<file path="src/rtl/dds_pkg.sv">
// Shared types and constants for the DDS sweep controller and its serial transmitter.
package dds_pkg;

  typedef enum logic [2:0] {
    IDLE,
    LOAD,
    SHIFT,
    UPDATE,
    SETTLE,
    MEAS_WAIT,
    NEXT,
    FINISH
  } state_t;

  localparam int FRAME_W = 40;
  localparam logic [7:0] FTW_ADDR_DEF = 8'h04;

  // Instruction byte: R/W flag in the MSB (0 = write), register address below it.
  function automatic logic [7:0] wr_instr(input logic [7:0] addr);
    return {1'b0, addr[6:0]};
  endfunction

endpackage

</file>
<file path="src/rtl/dds_spi_tx.sv">
// Serial frame transmitter for the DDS port: MSB first, data launched while sclk is low.
module dds_spi_tx
  import dds_pkg::*;
#(
  parameter int SCLK_DIV = 4
) (
  input  logic               clk,
  input  logic               rst,
  input  logic               load,
  input  logic               abort,
  input  logic [FRAME_W-1:0] frame,
  output logic               csb,
  output logic               sclk,
  output logic               sdio,
  output logic               tx_done
);

  localparam int DIV_W = (SCLK_DIV > 1) ? $clog2(SCLK_DIV) : 1;
  localparam int CNT_W = $clog2(FRAME_W);
  localparam logic [DIV_W-1:0] DIV_RELOAD = DIV_W'(SCLK_DIV - 1);

  logic [DIV_W-1:0]   div_cnt;
  logic [CNT_W-1:0]   bit_cnt;
  logic [FRAME_W-1:0] shreg;
  logic               active;

  always_ff @(posedge clk) begin
    if (rst || abort) begin
      csb     <= 1'b1;
      sclk    <= 1'b0;
      sdio    <= 1'b0;
      tx_done <= 1'b0;
      active  <= 1'b0;
      div_cnt <= '0;
      bit_cnt <= '0;
      shreg   <= '0;
    end else begin
      tx_done <= 1'b0;
      if (load) begin
        csb     <= 1'b0;
        sclk    <= 1'b0;
        sdio    <= frame[FRAME_W-1];
        shreg   <= {frame[FRAME_W-2:0], 1'b0};
        bit_cnt <= CNT_W'(FRAME_W - 1);
        div_cnt <= DIV_RELOAD;
        active  <= 1'b1;
      end else if (active) begin
        if (div_cnt == '0) begin
          div_cnt <= DIV_RELOAD;
          if (!sclk) begin
            sclk <= 1'b1;
          end else begin
            sclk <= 1'b0;
            // Last falling edge closes the frame; otherwise present the next bit.
            if (bit_cnt == '0) begin
              csb     <= 1'b1;
              sdio    <= 1'b0;
              active  <= 1'b0;
              tx_done <= 1'b1;
            end else begin
              sdio    <= shreg[FRAME_W-1];
              shreg   <= {shreg[FRAME_W-2:0], 1'b0};
              bit_cnt <= bit_cnt - 1'b1;
            end
          end
        end else begin
          div_cnt <= div_cnt - 1'b1;
        end
      end
    end
  end

endmodule

</file>
<file path="src/rtl/dds_sweep_ctrl.sv">
// Frequency-sweep sequencer: per point writes the FTW, strobes io_update, settles, then hands off to measurement.
module dds_sweep_ctrl
  import dds_pkg::*;
#(
  parameter int         FTW_W    = 32,
  parameter logic [7:0] FTW_ADDR = FTW_ADDR_DEF,
  parameter int         SCLK_DIV = 4,
  parameter int         UPD_CYC  = 4
) (
  input  logic             clk,
  input  logic             rst,
  input  logic             start,
  input  logic             abort,
  input  logic [FTW_W-1:0] ftw_start,
  input  logic [FTW_W-1:0] ftw_step,
  input  logic [15:0]      n_points,
  input  logic [15:0]      settle_cyc,
  input  logic             meas_done,
  output logic             dds_csb,
  output logic             dds_sclk,
  output logic             dds_sdio,
  output logic             dds_io_update,
  output logic             meas_start,
  output logic [15:0]      point_idx,
  output logic [FTW_W-1:0] cur_ftw,
  output logic             busy,
  output logic             done
);

  localparam int UPD_W = (UPD_CYC > 1) ? $clog2(UPD_CYC) : 1;

  state_t             state;
  logic [FTW_W-1:0]   step_q;
  logic [15:0]        npts_q;
  logic [15:0]        settle_q;
  logic [15:0]        set_cnt;
  logic [UPD_W-1:0]   upd_cnt;
  logic               tx_load;
  logic               tx_done;
  logic [FRAME_W-1:0] frame;

  assign tx_load = (state == LOAD);
  assign frame   = {wr_instr(FTW_ADDR), cur_ftw};

  dds_spi_tx #(.SCLK_DIV(SCLK_DIV)) u_tx (
    .clk     (clk),
    .rst     (rst),
    .load    (tx_load),
    .abort   (abort),
    .frame   (frame),
    .csb     (dds_csb),
    .sclk    (dds_sclk),
    .sdio    (dds_sdio),
    .tx_done (tx_done)
  );

  always_ff @(posedge clk) begin
    if (rst) begin
      state         <= IDLE;
      dds_io_update <= 1'b0;
      meas_start    <= 1'b0;
      done          <= 1'b0;
      busy          <= 1'b0;
      point_idx     <= '0;
      cur_ftw       <= '0;
      step_q        <= '0;
      npts_q        <= '0;
      settle_q      <= '0;
      set_cnt       <= '0;
      upd_cnt       <= '0;
    end else if (abort) begin
      // Also swallows a start arriving together with abort while idle.
      state         <= IDLE;
      dds_io_update <= 1'b0;
      meas_start    <= 1'b0;
      done          <= 1'b0;
      busy          <= 1'b0;
    end else begin
      meas_start <= 1'b0;
      done       <= 1'b0;
      case (state)
        IDLE: begin
          if (start) begin
            step_q   <= ftw_step;
            npts_q   <= n_points;
            settle_q <= settle_cyc;
            busy     <= 1'b1;
            if (n_points == 16'd0) begin
              state <= FINISH;
            end else begin
              state     <= LOAD;
              cur_ftw   <= ftw_start;
              point_idx <= '0;
            end
          end
        end
        LOAD: state <= SHIFT;
        SHIFT: begin
          if (tx_done) begin
            state         <= UPDATE;
            dds_io_update <= 1'b1;
            upd_cnt       <= UPD_W'(UPD_CYC - 1);
          end
        end
        UPDATE: begin
          if (upd_cnt == '0) begin
            dds_io_update <= 1'b0;
            if (settle_q == 16'd0) begin
              meas_start <= 1'b1;
              state      <= MEAS_WAIT;
            end else begin
              set_cnt <= settle_q - 16'd1;
              state   <= SETTLE;
            end
          end else begin
            upd_cnt <= upd_cnt - 1'b1;
          end
        end
        SETTLE: begin
          if (set_cnt == 16'd0) begin
            meas_start <= 1'b1;
            state      <= MEAS_WAIT;
          end else begin
            set_cnt <= set_cnt - 16'd1;
          end
        end
        MEAS_WAIT: if (meas_done && !meas_start) state <= NEXT;
        NEXT: begin
          if (point_idx == npts_q - 16'd1) begin
            state <= FINISH;
          end else begin
            point_idx <= point_idx + 16'd1;
            cur_ftw   <= cur_ftw + step_q;
            state     <= LOAD;
          end
        end
        FINISH: begin
          done  <= 1'b1;
          busy  <= 1'b0;
          state <= IDLE;
        end
        default: state <= IDLE;
      endcase
    end
  end

endmodule
</file>
<file path="config.mk">
export PLATFORM = sky130hd
export DESIGN_NAME = dds_sweep_ctrl
export DESIGN_NICKNAME = d
export VERILOG_FILES = /design/src/rtl/dds_pkg.sv /design/src/rtl/dds_spi_tx.sv /design/src/rtl/dds_sweep_ctrl.sv
export SDC_FILE = /design/constraint.sdc
export NUM_CORES = 1
export LEC_CHECK = 0
export BUFFER_PORTS_ARGS = -buffer_cell sky130_fd_sc_hd__buf_2
export CORE_MARGIN = 1
export CORE_UTILIZATION = 35
export DETAILED_ROUTE_END_ITERATION = 12
export GPL_TIMING_DRIVEN = 0
export SYNTH_ARGS = -nofsm -noshare
export SYNTH_HDL_FRONTEND = slang
export SYNTH_SLANG_ARGS = --single-unit
</file>
<file path="constraint.sdc">
create_clock -name clk -period 3.3 [get_ports clk]
set_input_delay 0.165 -clock clk [delete_from_list [all_inputs] [get_ports clk]]
set_output_delay 0.165 -clock clk [all_outputs]
set_load 0.005 [all_outputs]
</file>
# == Word level (Yosys, flattened, before mapping) ==
# Cells that the tools add are included.
# Widths: inputs -> output; s select.
# op_classes
n_addsub,8
eq_ne,19
muxes,60
bitwise,5
n_reduce_logical,33
# op_table
cell,n
$mux 36,5
$mux 16,6
$mux 32,3
$pmux 16 s2,2
$pmux 32 s2,1
$logic_not 16->1,3
$sub 16x1->16 const B,3
$add 32x32->32,1
$mux 6,5
$pmux 3 s8,1
$mux 1,21
$mux 3,7
$ne 2x2->1 const B,10
$add 16x1->16 const B,1
$eq 16x16->1,1
$reduce_and 4->1,4
$reduce_bool 2->1,8
$reduce_and 5->1,3
$eq 3x3->1 const B,4
$mux 2,5
$reduce_and 3->1,3
$eq 3x2->1 const B,2
$logic_not 6->1,1
$pmux 1 s2,3
other kinds (14),22
# totals
register_bits,189

# == Depth between registers and ports, before layout ==
# logic_depth
ltp_word,6
mapped_depth,14
ltp_nobuf,11

# == Hierarchy ==
# From an unflattened synthesis, not the netlist that was laid out.
# unflattened
hier_cells,1385
area_unflattened_um2,10463.8
# modules_own_cells
mod,n_inst,cells_per_inst,area_per_inst_um2,seq_area_each_um2
dds_sweep_ctrl,1,1098,8245.4,2742.6
dds_spi_tx,1,287,2218.4,1041.0

# == Worst setup path before layout ==
# No wires, ideal clock.
# synth_path
path_kind,reg2reg
from,register state[0]
to,register set_cnt[14]
setup_time_ns,0.091
arrival_ns,3.207
required_ns,3.209
slack_ns,0.002
stages_incl_launch_ff,15
period_less_slack_ns,3.298
cell_sequence,dfxtp_1 > clkbuf_1 > or3b_2 > buf_2 > buf_1 > clkbuf_1 > mux2i_1 > ha_1 > inv_1 > nor3_1 > nand3_1 > nor2_1 > xor2_1 > nand2_1 > a311oi_1
# synth_via
elab_chain_cells,3
word_cells_on_any_way,8
cone_classes,eq/ne: 5; mux: 1; reduce/logical: 2
# synth_lines
element,line,rtl
"start, declared",dds_sweep_ctrl.sv:32,state_t state;
"start signal, assigned",dds_sweep_ctrl.sv:59,state <= IDLE;
"start signal, assigned",dds_sweep_ctrl.sv:73,state <= IDLE;
"start signal, assigned",dds_sweep_ctrl.sv:89,state <= FINISH;
$eq 3x3->1 / $eq 3x2->1 (equally long branches),dds_sweep_ctrl.sv:81,case (state)
$ne 2x2->1 (no line) / $reduce_bool 2->1 (equally long branches),-,
$reduce_and 5->1 (no line),-,
"end signal, assigned",dds_sweep_ctrl.sv:112,set_cnt <= settle_q - 16'd1;
"end signal, assigned",dds_sweep_ctrl.sv:124,set_cnt <= set_cnt - 16'd1;
"end, declared",dds_sweep_ctrl.sv:36,logic [15:0] set_cnt;
# Parallel ways exist; a longest one is shown, timed or not.
# A chain may end at the register's enable or synchronous reset.

# == Worst setup path after layout ==
# layout_path
from,register cur_ftw[0]
to,register cur_ftw[26]
# layout_via
elab_chain_cells,3
# layout_lines
element,line,rtl
"start, declared",dds_sweep_ctrl.sv:25,"output logic [FTW_W-1:0] cur_ftw,"
"start signal, assigned",dds_sweep_ctrl.sv:92,cur_ftw <= ftw_start;
"start signal, assigned",dds_sweep_ctrl.sv:133,cur_ftw <= cur_ftw + step_q;
$add 32x32->32,dds_sweep_ctrl.sv:133,
$mux 32,dds_sweep_ctrl.sv:129,if (point_idx == npts_q - 16'd1) begin
$pmux 32 s2,dds_sweep_ctrl.sv:81,
# Every way passes these cells. The select of a mux whose other input is x is not followed.

==> qor.csv <==
stage,metric,value,unit
outcome,status,"complete, no violations",
clock_network,clock buffer depth,2,
synthesis,top-count cell post-synth,nand2_1,
synthesis,Post-Syn Area,10600,sq um
floorplanning,Chip Width,176,microns
synthesis,Yosys reg bits,189,
drt,post-route ant nets,0,
timing,Final Hold Vio Count,0,
min_path,start point of the worst hold path,ftw_start[11],
drt,Total Routed Length,36.3,mm
floorplanning,Site Rows,63,
power,Gate power share,16.1,%
drt,Vias,11200,
placed_design,worst slack at placement,-0.950,ns
placed_design,placed inst area,11900,sq um
cells_and_area,# diodes,0,
synthesis,top cells by instance count after synthesis,"291 x nand2_1, 189 x dfxtp_1, 164 x a21oi_1",
clock_network,Worst-path clk slew,0.07,ns
cells_and_area,"Area growth, synth to finish",24.9,%
placed_design,port bufs,153,
synthesis,Most used DFF post-synth,dfxtp_1,
timing,post-route setup TNS,0,ns
synthesis,syn_nets,1555,
power,leakage,5.27,nW
power,total power,0.00554,W
power,P_int,0.00389,W
synthesis,number of synthesized flops with an enable pin,0,
drt,Starting DRT DRC Count,934,
grt,All-Layer GR Usage,23.4,%
grt,grt ovf,0,
timing,final setup vio count,0,
drt,Vias/cell,5.45,
floorplanning,Starting Density,35.7,%
cells_and_area,fill count,3036,
timing,RSZ-0062 raised after global routing,no,
clock_network,clock sink count,189,
synthesis,Ys Warns,0,
synthesis,share of flip-flops with an asynchronous set or reset,0,%
synthesis,synth top area cells,"dfxtp_1 36%, nand2_1 10%, a21oi_1 7.7%, nor2_1 4.9%, a311oi_1 4.5%",
timing,Worst-Margin Slew,0.862,ns
synthesis,leading area contributor after synthesis,dfxtp_1,
cells_and_area,final design utilization,44.6,%
critical_path,Crit Path Class,reg2reg,
drt,Pre-antenna DRT Iters,6,
critical_path,WP data required,3.59,ns
timing,"Min Clock Period, post-route",3.15,ns
grt,first-pass GRT wire length,56.5,mm
critical_path,crit-path max FO,4,
clock_network,H-tree depth,4,
synthesis,Synth Area per Inst,7.51,sq um
power,Flop pwr share,44.6,%
floorplanning,core area,29700,sq um
critical_path,Critical Path Source,cur_ftw[0],
clock_network,CTS root buf,clkbuf_16,
synthesis,Synth top area share,35.6,%
power,PD cells,417,nW/um^2
critical_path,Worst Path Arrival,3.44,ns
placed_design,routability congestion estimate,0.924,
critical_path,start of the worst register-to-register path,cur_ftw[0],
floorplanning,Vert. Die Dim,176,microns
clock_network,"Clk Latency, worst-skew pair",0.45,ns
timing,Max-slew headroom,42.1,%
grt,pin count of the biggest net entering global routing,19,
critical_path,crit start category,flip-flop,
timing,Max Fclk,317,MHz
timing,Worst Clk Skew,0.0128,ns
power,clock power share,39.3,%
grt,antenna violations before repair,1,
cells_and_area,fin area,13300,sq um
synthesis,Cells after Synth,1415,
timing,worst setup margin,0.148,ns
placed_design,DP HPWL,27.1,mm
synthesis,sequential fraction of the synthesis area,35.6,%
drt,DRC,0,
power,VDD IR max,0.364,mV
drt,WL/cell,17.6,microns
min_path,Worst Hold Class,in2reg,
timing,Tcrit/Tclk final,95.5,%
critical_path,Setup crit end kind,flip-flop,
clock_network,clock tree from TritonCTS,done,
synthesis,Yosys cell types,73,
grt,vias in the first global route,10400,
cells_and_area,layout cells sized above 1,14.0,%
power,switching portion of total power,29.8,%
floorplanning,die area,31000,sq um
cells_and_area,Nets,1801,
power,Switching Power,0.00165,W
clock_network,cts bufs inserted,17,
floorplanning,I/O pin count,156,
timing,Max Transition Viols Final,0,
job,Max Cap Viol,0,
-- cell usage in the layout (no fill, tap or decap), types with 7 or more instances in the layout --
master,count
a211oi_1,22
a21o_1,14
a21oi_1,162
a311oi_1,55
a31oi_1,13
and3_1,14
buf_1,7
buf_2,159
buf_4,11
clkbuf_1,75
clkbuf_16,17
dfxtp_1,188
dlygate4sd3_1,69
ha_1,37
inv_1,27
mux2i_1,13
nand2_1,291
nand2b_1,14
nand3_1,29
nand3b_1,10
nand4_1,9
nor2_1,140
nor3_1,30
nor4_1,13
o2111ai_1,7
o211ai_1,10
o21ai_0,61
or3_1,9
xnor2_1,23
xor2_1,22
-- cells by family (layout without fill, tap and decap cells) --
group,count (synthesis),count (layout),share of synthesized area (%)
buffers and inverters,124,383,4.75
adder cells (fa/ha/maj),39,39,4.67
XOR/XNOR,45,45,3.71
flip-flops,189,189,35.6
AND/OR/NAND/NOR,595,595,24.8
multiplexers,18,18,1.76
AO/OA/AOI/OAI,405,405,24.7
-- final cells by class --
| type | count | area, sq um | share of cell area (%) |
|---|---|---|---|
| Timing Repair Buffer | 228 | 1500 | 11.3 |
| Clock inverter | 15 | 180 | 1.36 |
| Buffer | 96 | 405 | 3.06 |
| Clock buffer | 17 | 425 | 3.21 |
| Tap cell | 390 | 488 | 3.68 |
| Multi-Input combinational cell | 1102 | 6380 | 48.1 |
| Inverter | 27 | 101 | 0.764 |
| Sequential cell | 189 | 3780 | 28.5 |
-- state kept, by name, indices dropped and copies added (netlist names) --
| signal | count |
|---|---|
| u_tx.div_cnt | 2 |
| settle_q | 16 |
| u_tx.active | 1 |
| dds_io_update | 1 |
| upd_cnt | 2 |
| npts_q | 16 |
| step_q | 32 |
| point_idx | 16 |
| busy | 1 |
| u_tx.sdio | 1 |
| u_tx.sclk | 1 |
| done | 1 |
| set_cnt | 16 |
| u_tx.bit_cnt | 6 |
| u_tx.tx_done | 1 |
| meas_start | 1 |
| state | 3 |
| cur_ftw | 32 |
| u_tx.csb | 1 |
| u_tx.shreg | 39 |
-- critical path, cell delays in order (launching register included) --
cell and delay, ns:
dfxtp_1 0.48, ha_1 0.32, inv_1 0.08, fa_1 0.40, nand2b_1 0.19, a21oi_2 0.21
o211a_1 0.26, o21ai_0 0.21, o21ai_2 0.28, a311oi_1 0.14, a221oi_1 0.29, a211oi_1 0.13
-- final timing paths --
check	end	slack [ns]	cells past startpoint
max	cur_ftw[26]	0.15	11
min	cur_ftw[11]	0.02	3
max reg2reg	cur_ftw[26]	0.15	11
min reg2reg	u_tx.shreg[37]	0.46	2
-- power groups by stage --
stage / Combinational, W / Sequential [W] / Clock (W)
final: 0.000892 / 0.00247 / 0.00218
after global routing: 0.000984 / 0.00248 / 0.00231
after CTS: 0.000872 / 0.00247 / 0.00221
after detailed placement: 0.000803 / 0.00252 / 0
after global placement: 0.000795 / 0.00252 / 0
after floorplan: 0.000545 / 0.00248 / 0
-- layer usage --
| layer | track usage (%) | vias up | share of wire [%] |
|---|---|---|---|
| met4 | 7.32 | 2 | 2.0 |
| met1 | 31.3 | 5225 | 46 |
| met3 | 4.54 | 46 | 6.8 |
| met5 | 0 | - | 0.047 |
| li1 | - | 5552 | - |
| met2 | 37.6 | 415 | 45 |
-- repair_timing --
action	in CTS	in global routing
hold buffers	69	0
endpoints found under the hold margin	69	0
endpoints found under the setup margin	11	43
pin swaps	2	3
resized for setup	7	9
setup buffers	0	6
-- through the flow --
stage	instances	hold WS, ns
after floorplan	1415	0.301
after global placement	1958	0.406
after detailed placement	1958	0.411
after CTS	2058	0.00196
after global routing	2064	0.00892
final	2064	0.0221
(Power assumes the default switching activity.)
